### config.mk
export PLATFORM = sky130hd
export DESIGN_NAME = fifo_read_packer
export DESIGN_NICKNAME = d
export VERILOG_FILES = /design/src/rtl/fifo_read_pkg.sv /design/src/rtl/fifo_read_out_reg.sv /design/src/rtl/fifo_read_packer.sv
export SDC_FILE = /design/constraint.sdc
export NUM_CORES = 1
export LEC_CHECK = 0
export ABC_AREA = 1
export BUFFER_PORTS_ARGS = -buffer_cell sky130_fd_sc_hd__buf_2
export CORE_MARGIN = 3
export CORE_UTILIZATION = 40
export CTS_CLUSTER_SIZE = 20
export DETAILED_ROUTE_END_ITERATION = 10
export PLACE_DENSITY_LB_ADDON = 0.1
export SETUP_SLACK_MARGIN = 0.4
export SYNTH_ARGS = -nofsm -noshare
export SYNTH_HDL_FRONTEND = slang
export SYNTH_HIERARCHICAL = 1
export SYNTH_SLANG_ARGS = --single-unit
### constraint.sdc
create_clock -name rclk -period 1.3 [get_ports rclk]
set_clock_uncertainty 0.1 [all_clocks]
set_input_delay 0.26 -clock rclk [delete_from_list [all_inputs] [get_ports rclk]]
set_output_delay 0.26 -clock rclk [all_outputs]
set_load 0.01 [all_outputs]
### src/rtl/fifo_read_pkg.sv
// Shared types and defaults for the asynchronous-FIFO read-side packer.
package fifo_read_pkg;

    typedef enum logic {
        FILL = 1'b0,
        LOAD = 1'b1
    } fill_st_t;

    localparam int DW_DEF   = 2;
    localparam int PACK_DEF = 4;

    // Width needed to hold a fill count in the range 0..pack.
    function automatic int cnt_width(input int pack);
        return $clog2(pack + 1);
    endfunction

endpackage

### src/rtl/fifo_read_out_reg.sv
// Valid/ready holding register for the packed output word.
module fifo_read_out_reg
    import fifo_read_pkg::*;
#(
    parameter int OW = DW_DEF * PACK_DEF
) (
    input  logic          clk_i,
    input  logic          rst_i,
    input  logic          load_i,
    input  logic [OW-1:0] data_i,
    input  logic          ready_i,
    output logic          valid_o,
    output logic [OW-1:0] data_o
);

    logic          valid_q, valid_d;
    logic [OW-1:0] data_q, data_d;

    // A load wins over a transfer, so a simultaneous transfer+load keeps valid high.
    always_comb begin
        valid_d = valid_q;
        data_d  = data_q;
        if (load_i) begin
            valid_d = 1'b1;
            data_d  = data_i;
        end else if (valid_q && ready_i) begin
            valid_d = 1'b0;
        end
    end

    // Output register with synchronous reset.
    always_ff @(posedge clk_i) begin
        if (rst_i) begin
            valid_q <= 1'b0;
            data_q  <= '0;
        end else begin
            valid_q <= valid_d;
            data_q  <= data_d;
        end
    end

    assign valid_o = valid_q;
    assign data_o  = data_q;

endmodule

### src/rtl/fifo_read_packer.sv
// Pops DW-bit words from the async FIFO read port and packs PACK of them,
// first word in the LSBs, into one OW-bit word on a valid/ready stream.
// Optional build macro FIFO_READ_PACKER_STATS_EN adds pop_cnt/stall_cnt outputs.
module fifo_read_packer
    import fifo_read_pkg::*;
#(
    parameter int DW   = DW_DEF,
    parameter int PACK = PACK_DEF,
    parameter int OW   = DW * PACK
) (
    input  logic          rclk,
    input  logic          rrst,
    input  logic          rempty,
    input  logic [DW-1:0] rdata,
    output logic          rd,
    output logic          m_valid,
    output logic [OW-1:0] m_data,
    input  logic          m_ready
`ifdef FIFO_READ_PACKER_STATS_EN
    ,
    output logic [15:0]   pop_cnt,
    output logic [15:0]   stall_cnt
`endif
);

    localparam int             CW        = cnt_width(PACK);
    localparam logic [CW-1:0]  FULL_CNT  = CW'(PACK);
    localparam logic [CW:0]    PACK_WIDE = (CW + 1)'(PACK);

    fill_st_t      state_q, state_d;
    logic [OW-1:0] acc_q, acc_d;
    logic [CW-1:0] acc_cnt_q, acc_cnt_d;
    logic          pend_q, pend_d;
    logic          load;
    logic [CW:0]   in_use;

    // Words already stored plus the one in flight must never exceed PACK.
    assign in_use = {1'b0, acc_cnt_q} + {{CW{1'b0}}, pend_q};
    assign rd     = !rrst && !rempty && (in_use < PACK_WIDE);

    // Next-state: capture the in-flight word, then hand the full accumulator to the output slot.
    always_comb begin
        state_d   = state_q;
        acc_d     = acc_q;
        acc_cnt_d = acc_cnt_q;
        pend_d    = rd;
        load      = 1'b0;
        if (pend_q) begin
            for (int unsigned i = 0; i < PACK; i++) begin
                if (acc_cnt_q == CW'(i)) begin
                    acc_d[i*DW +: DW] = rdata;
                end
            end
            acc_cnt_d = acc_cnt_q + CW'(1);
        end
        case (state_q)
            FILL: begin
                if (acc_cnt_d == FULL_CNT) begin
                    state_d = LOAD;
                end
            end
            LOAD: begin
                if (!m_valid || m_ready) begin
                    load      = 1'b1;
                    acc_cnt_d = '0;
                    state_d   = FILL;
                end
            end
            default: state_d = FILL;
        endcase
    end

    // State registers; reset also discards any pop still in flight.
    always_ff @(posedge rclk) begin
        if (rrst) begin
            state_q   <= FILL;
            acc_q     <= '0;
            acc_cnt_q <= '0;
            pend_q    <= 1'b0;
        end else begin
            state_q   <= state_d;
            acc_q     <= acc_d;
            acc_cnt_q <= acc_cnt_d;
            pend_q    <= pend_d;
        end
    end

    fifo_read_out_reg #(.OW(OW)) u_out_reg (
        .clk_i   (rclk),
        .rst_i   (rrst),
        .load_i  (load),
        .data_i  (acc_q),
        .ready_i (m_ready),
        .valid_o (m_valid),
        .data_o  (m_data)
    );

`ifdef FIFO_READ_PACKER_STATS_EN
    logic [15:0] pop_cnt_q, pop_cnt_d;
    logic [15:0] stall_cnt_q, stall_cnt_d;

    // Pop counter wraps; stall counter saturates at all-ones.
    always_comb begin
        pop_cnt_d   = pop_cnt_q;
        stall_cnt_d = stall_cnt_q;
        if (rd) begin
            pop_cnt_d = pop_cnt_q + 16'd1;
        end
        if (m_valid && !m_ready && (stall_cnt_q != 16'hFFFF)) begin
            stall_cnt_d = stall_cnt_q + 16'd1;
        end
    end

    // Statistics registers.
    always_ff @(posedge rclk) begin
        if (rrst) begin
            pop_cnt_q   <= '0;
            stall_cnt_q <= '0;
        end else begin
            pop_cnt_q   <= pop_cnt_d;
            stall_cnt_q <= stall_cnt_d;
        end
    end

    assign pop_cnt   = pop_cnt_q;
    assign stall_cnt = stall_cnt_q;
`endif

endmodule
==> results of run 1 <==
==> sequential cells by signal (all words and copies together), names as in the netlist, named ones only <==
signal,flops
acc_cnt_q,2
acc_q,8
pend_q,1
state_q,1
u_out_reg/data_o,8
u_out_reg/valid_o,1
==> synth_stat cells, types with 2 or more instances <==
master / count
nor2_1: 25
a21oi_1: 6
nand2_1: 8
ha_1: 7
a211oi_1: 2
o21ai_1: 3
inv_1: 16
dfxtp_1: 22
inv_2: 4
nand3_2: 4
a21oi_2: 2
o21ai_0: 16
==> power breakdown <==
| group | total (W) | leakage, nW | internal, W | switching, W |
|---|---|---|---|---|
| registers | 0.000873 | 0.185 | 0.000788 | 0.0000848 |
| clock network | 0.000519 | 0.0279 | 0.000312 | 0.000208 |
| logic | 0.000803 | 0.425 | 0.000399 | 0.000404 |
| total | 0.00219 | 0.638 | 0.00150 | 0.000696 |
==> layout make-up <==
| cell class | count | area (sq um) |
|---|---|---|
| fill | 182 | 739.5 |
| multi-input combinational | 76 | 619.3 |
| sequential | 22 | 460.4 |
| timing repair buffer | 30 | 257.7 |
| inverter | 20 | 90.09 |
| tap | 28 | 35.03 |
| clock inverter | 1 | 30.03 |
| clock buffer | 3 | 22.52 |
==> cell families after synthesis <==
kind of cell	after synthesis	synth area share
AO/OA/AOI/OAI	29	0.1643
adder cells (fa/ha/maj)	7	0.09126
buffers and inverters	21	0.08996
flip-flops	22	0.4589
AND/OR/NAND/NOR	40	0.1956
==> critical path: stages, from the launching register on <==
cell      delay (ns)
dfxtp_4         0.37
ha_4            0.16
a211oi_2        0.17
buf_2           0.16
==> worst paths after layout <==
path | startpoint | endpoint | slack, ns | depth (start not counted)
max reg2reg | acc_cnt_q[0]$_SDFF_PP0_ | flop | -0.17 | 8
min | rempty | pend_q$_SDFF_PP0_ | 0.03 | 2
max | acc_cnt_q[0]$_SDFF_PP0_ | rd | -0.23 | 3
min reg2reg | acc_q[4]$_SDFFE_PP0P_ | acc_q[4]$_SDFFE_PP0P_ | 0.36 | 2
==> metrics by stage <==
stage | utilization | power, W
2_1_floorplan | - | 0.001174
3_3_place_gp | 0.5011 | 0.001327
3_5_place_dp | 0.5011 | 0.001342
4_1_cts | 0.6232 | 0.002117
5_1_grt | 0.6720 | 0.002347
6_report | 0.6720 | 0.002194
==> repair_timing <==
item	in CTS	in global routing
endpoints found under the hold margin	0	1
endpoints found under the setup margin	32	32
pin swaps	13	10
hold buffers	0	1
gates resized for setup	55	24
setup buffers	7	2
==> per-layer routing <==
| metal | vias to the layer above | wire length (microns) | global-route usage |
|---|---|---|---|
| li1 | 444 | - | - |
| met3 | 2 | 66 | 0.04826 |
| met4 | 0 | 14 | 0.02429 |
| met5 | - | 0 | 0 |
| met1 | 403 | 844 | 0.1794 |
| met2 | 12 | 1175 | 0.3091 |
==> impl_metrics.env, run 1 <==
export IMPL_stdcell_area_sq_um=1515
export IMPL_synthTopCellsByArea="dfxtp_1 (46%), nor2_1 (9.8%), ha_1 (9.1%)"
export IMPL_area_growth_syn_to_layout_pct=57.89
export IMPL_drtAntennaViolNets=0
export IMPL_dpl_cell_count=166
export IMPL_drt_iter0_markers=1
export IMPL_critPathKind="flop to primary output"
export IMPL_io_pins=16
export IMPL_grt_total_usage=0.1627
export IMPL_cts_max_level=1
export IMPL_startpoint_type="flop"
export IMPL_dp_hpwl_microns=1390
export IMPL_avgSynthCellArea_sq_um=8.064
export IMPL_row_count=17
export IMPL_slew_violations=0
export IMPL_cts_sinks=22
export IMPL_power_leakage_nw=0.6384
export IMPL_p_per_area_nw_per_um2=1448
export IMPL_wl_per_cell_microns=11.67
export IMPL_nNetsFinal=166
export IMPL_cap_violations=0
export IMPL_rsz0062_at_grt="true"
export IMPL_yosysWarnings=6
export IMPL_required_ns=0.94
export IMPL_drc=0
export IMPL_fin_crit_ns=1.529
export IMPL_yosysUniqueCellTypes=16
export IMPL_cts_max_path_buffers=2
export IMPL_clk_pin_slew_ns=0.12
export IMPL_layout_common_cells="nor2_1 (17), o21ai_2 (12), buf_6 (12)"
export IMPL_worst_pin_slew_ns=0.4211
export IMPL_synth_area_sq_um=959.7
export IMPL_end_kind="primary output"
export IMPL_antenna_found_initial=0
export IMPL_timing_final_ws_setup_ns=-0.2290
export IMPL_yosysSeqAreaShare=0.4589
export IMPL_cp_arrival_ns=1.17
export IMPL_syn_nets=132
export IMPL_setup_viol=3
export IMPL_final_cell_count_no_fill=180
export IMPL_fmax_mhz=654.0
export IMPL_die_h_microns=54.98
export IMPL_timing_final_crit_share=1.176
export IMPL_grt_max_degree=14
export IMPL_async_flop_share=0
export IMPL_clk_latency_ns=0.31
export IMPL_grt_first_pass_wirelength_microns=3477
export IMPL_core_area_sq_um=2255
export IMPL_synth_top_area_share=0.4589
export IMPL_min_path_type="input pin to flop"
export IMPL_diodes=0
export IMPL_violations="setup timing"
export IMPL_synth_seq_cells=22
export IMPL_layout_commonest_cell="nor2_1"
export IMPL_hold_ws_ns=0.03484
export IMPL_first_pass_iters=2
export IMPL_dp_slack_ns=-0.007670
export IMPL_place_area_sq_um=1130
export IMPL_grt_remaining_overflow=0
export IMPL_tritoncts="yes"
export IMPL_numCtsBuffers=3
export IMPL_synth_flop_cell="dfxtp_1"
export IMPL_slew_headroom=0.7190
export IMPL_port_buffers=15
export IMPL_synth_top_area_cell="dfxtp_1"
export IMPL_synthesis_instances=119
export IMPL_vias=861
export IMPL_root_buffer="clkbuf_4"
export IMPL_ir_drop_mv=1.400
export IMPL_drive_above_1_share=0.6118
export IMPL_path_max_fanout=2
export IMPL_grt_pass1_vias=824
export IMPL_via_per_inst=4.783
export IMPL_hold_viol_final=0
export IMPL_synth_edf_count=0
export IMPL_dieArea_sq_um=3023
export IMPL_start_util=0.4256
export IMPL_wirelength_microns=2101
export IMPL_die_w_microns=54.98
export IMPL_run_status="finished with violations"
export IMPL_routabilityCongestion=0.7304
export IMPL_fin_tns_setup_ns=-0.4962
No activity file was read; power rests on OpenSTA's default activity.
==> run 2, diff against run 1 <==
- SYNTH_HIERARCHICAL: 1 -> unset
==> impl_metrics.env, run 2 <==
export IMPL_dieArea_sq_um=3002
export IMPL_path_max_fanout=3
export IMPL_numCtsBuffers=3
export IMPL_diodes=0
export IMPL_min_path_cells=2
export IMPL_worst_pin_slew_ns=0.1980
export IMPL_critPathKind="flop to flop"
export IMPL_final_core_util=0.6863
export IMPL_grt_max_degree=18
export IMPL_power_switching_w=0.0004138
export IMPL_wl_per_cell_microns=11.43
export IMPL_min_path_type="input pin to flop"
export IMPL_drt_iter0_markers=4
export IMPL_async_flop_share=0
export IMPL_slew_violations=0
export IMPL_setup_viol=9
export IMPL_start_util=0.4263
export IMPL_p_per_area_nw_per_um2=967.3
export IMPL_fin_tns_setup_ns=-0.9741
export IMPL_critPathTopFamily="flip-flops"
export IMPL_fmax_mhz=658.9
export IMPL_crit_chain="buf_6, buf_6, ha_4, ha_4, inv_2, nand2_2, nand2_2, nand3_2, a21oi_2"
export IMPL_area_growth_syn_to_layout_pct=60.97
export IMPL_via_per_inst=4.702
export IMPL_synth_area_sq_um=952.2
export IMPL_timing_final_crit_share=1.167
export IMPL_timing_final_ws_setup_ns=-0.2176
export IMPL_routabilityCongestion=0.7417
export IMPL_violations="setup timing"
export IMPL_yosysSeqAreaShare=0.4625
export IMPL_avgSynthCellArea_sq_um=7.935
export IMPL_synth_top_area_share=0.4625
export IMPL_synthTopCellsByArea="dfxtp_1 (46%), ha_1 (9.2%), nor2_1 (8.7%)"
export IMPL_synthesis_instances=120
export IMPL_place_area_sq_um=1101
export IMPL_p_sw_frac=0.2791
export IMPL_cp_slowest_cell="dfxtp_4"
export IMPL_cp_arrival_ns=1.66
export IMPL_cts_max_level=1
export IMPL_end_kind="flop"
export IMPL_cts_sinks=22
export IMPL_comb_power_share=0.247
export IMPL_synth_seq_cells=22
export IMPL_synth_edf_count=0
export IMPL_grt_remaining_overflow=0
export IMPL_cts_max_path_buffers=2
export IMPL_ir_drop_mv=0.6091
export IMPL_core_area_sq_um=2233
export IMPL_slew_headroom=0.8666
export IMPL_n_fill_cell=200
export IMPL_hold_viol_final=0
export IMPL_grt_first_pass_wirelength_microns=3415
export IMPL_nNetsFinal=167
export IMPL_row_count=17
export IMPL_cp_num_buf_inv=3
export IMPL_crit_path_max_incr_delay_ns=0.38
export IMPL_stdcell_area_sq_um=1533
export IMPL_antenna_found_initial=0
export IMPL_run_status="finished with violations"
export IMPL_timing_rr_start="acc_cnt_q[0]$_SDFF_PP0_"
export IMPL_regToRegSetupSlack_ns=-0.22
export IMPL_synth_top_area_cell="dfxtp_1"
export IMPL_wirelength_microns=2069
export IMPL_yosysWarnings=0
export IMPL_path_depth=9
export IMPL_die_h_microns=54.79
export IMPL_clkPwrFrac=0.246
export IMPL_tritoncts="yes"
export IMPL_required_ns=1.44
export IMPL_synth_top_cells_by_count="dfxtp_1 (22), nor2_1 (22), o21ai_0 (16), inv_1 (15), nand2_1 (13)"
export IMPL_first_pass_iters=4
export IMPL_syn_nets=133
export IMPL_startpoint_type="flop"
export IMPL_yosysUniqueCellTypes=15
export IMPL_synth_flop_cell="dfxtp_1"
export IMPL_root_buffer="clkbuf_4"
export IMPL_io_pins=16
export IMPL_worstSetupStartpoint="acc_cnt_q[0]$_SDFF_PP0_"
export IMPL_power_leakage_nw=0.6545
export IMPL_layout_common_cells="nor2_1 (16), buf_6 (16), inv_1 (10), dfxtp_1 (10), dfxtp_2 (9)"
export IMPL_p_seq_frac=0.507
export IMPL_cap_violations=0
export IMPL_drc=0
export IMPL_reg2reg_depth=9
export IMPL_clk_latency_ns=0.29
export IMPL_dp_hpwl_microns=1354
export IMPL_fin_crit_ns=1.518
export IMPL_clk_pin_slew_ns=0.12
export IMPL_rsz0062_at_grt="true"
export IMPL_drive_above_1_share=0.5882
export IMPL_grt_total_usage=0.1584
export IMPL_drtAntennaViolNets=0
export IMPL_die_w_microns=54.79
export IMPL_port_buffers=15
export IMPL_grt_pass1_vias=792
export IMPL_vias=851
export IMPL_internal_power_w=0.001069
## run 2: logic make-up (layout without fill, tap and decap cells)
family,count (synthesis),in the layout,share of synthesized area
adder cells (fa/ha/maj),7,7,0.09198
flip-flops,22,22,0.4625
buffers and inverters,20,53,0.09987
AO/OA/AOI/OAI,27,27,0.1472
AND/OR/NAND/NOR,44,44,0.1984
## run 2: how the worst min path moves through the flow
| stage | slack [ns] | startpoint | to |
|---|---|---|---|
| 2_1_floorplan | 0.22 | rrst | acc_cnt_q[1]$_SDFF_PP0_ |
| 3_3_place_gp | 0.33 | acc_q[0]$_SDFFE_PP0P_ | acc_q[0]$_SDFFE_PP0P_ |
| 3_5_place_dp | 0.33 | acc_q[1]$_SDFFE_PP0P_ | acc_q[1]$_SDFFE_PP0P_ |
| 4_1_cts | 0.03 | rempty | pend_q$_SDFF_PP0_ |
| 5_1_grt | 0.03 | rempty | pend_q$_SDFF_PP0_ |
| 6_report | 0.04 | rempty | pend_q$_SDFF_PP0_ |
## run 2: power groups by stage
stage	combinational, W	clock, W	sequential [W]
floorplan	0.000139	0	0.000761
global placement	0.000203	0	0.000755
detailed placement	0.000206	0	0.000756
CTS	0.000326	0.000384	0.000751
global route	0.000409	0.000408	0.000757
finish	0.000366	0.000365	0.000752
## run 2: timing repair
action | CTS | global route
hold buffers | 0 | 0
cloned | 1 | 0
setup endpoints to repair | 31 | 32
pin swaps | 9 | 7
setup buffers | 8 | 4
resized for setup | 62 | 18
## run 2: layout make-up
type,count,area [sq um],share of cell area
multi-input combinational,78,626.9,0.4090
sequential,22,462.9,0.3020
timing repair buffer,30,282.8,0.1845
inverter,18,82.58,0.05388
clock buffer,4,36.28,0.02367
tap,28,35.03,0.02286
timing repair inverter,1,6.256,0.004082
## run 2: per-layer routing
| layer | vias to the layer above | track usage | share of wire |
|---|---|---|---|
| li1 | 451 | - | - |
| met1 | 388 | 0.1852 | 0.43 |
| met2 | 10 | 0.2894 | 0.54 |
| met3 | 2 | 0.02452 | 0.030 |
| met4 | 0 | 0.04979 | 0.0087 |
| met5 | - | 0 | 0 |
## run 2: per-stage QoR
stage	std cells	setup WS [ns]	total power (W)	hold slack, ns
final	181	-0.2176	0.001483	0.04070
after global routing	181	-0.2940	0.001574	0.02626
after CTS	177	-0.2164	0.001461	0.02583
after detailed placement	164	0.01884	0.0009626	0.3348
after global placement	164	0.04420	0.0009571	0.3305
after floorplan	120	0.1003	0.0008994	0.2200
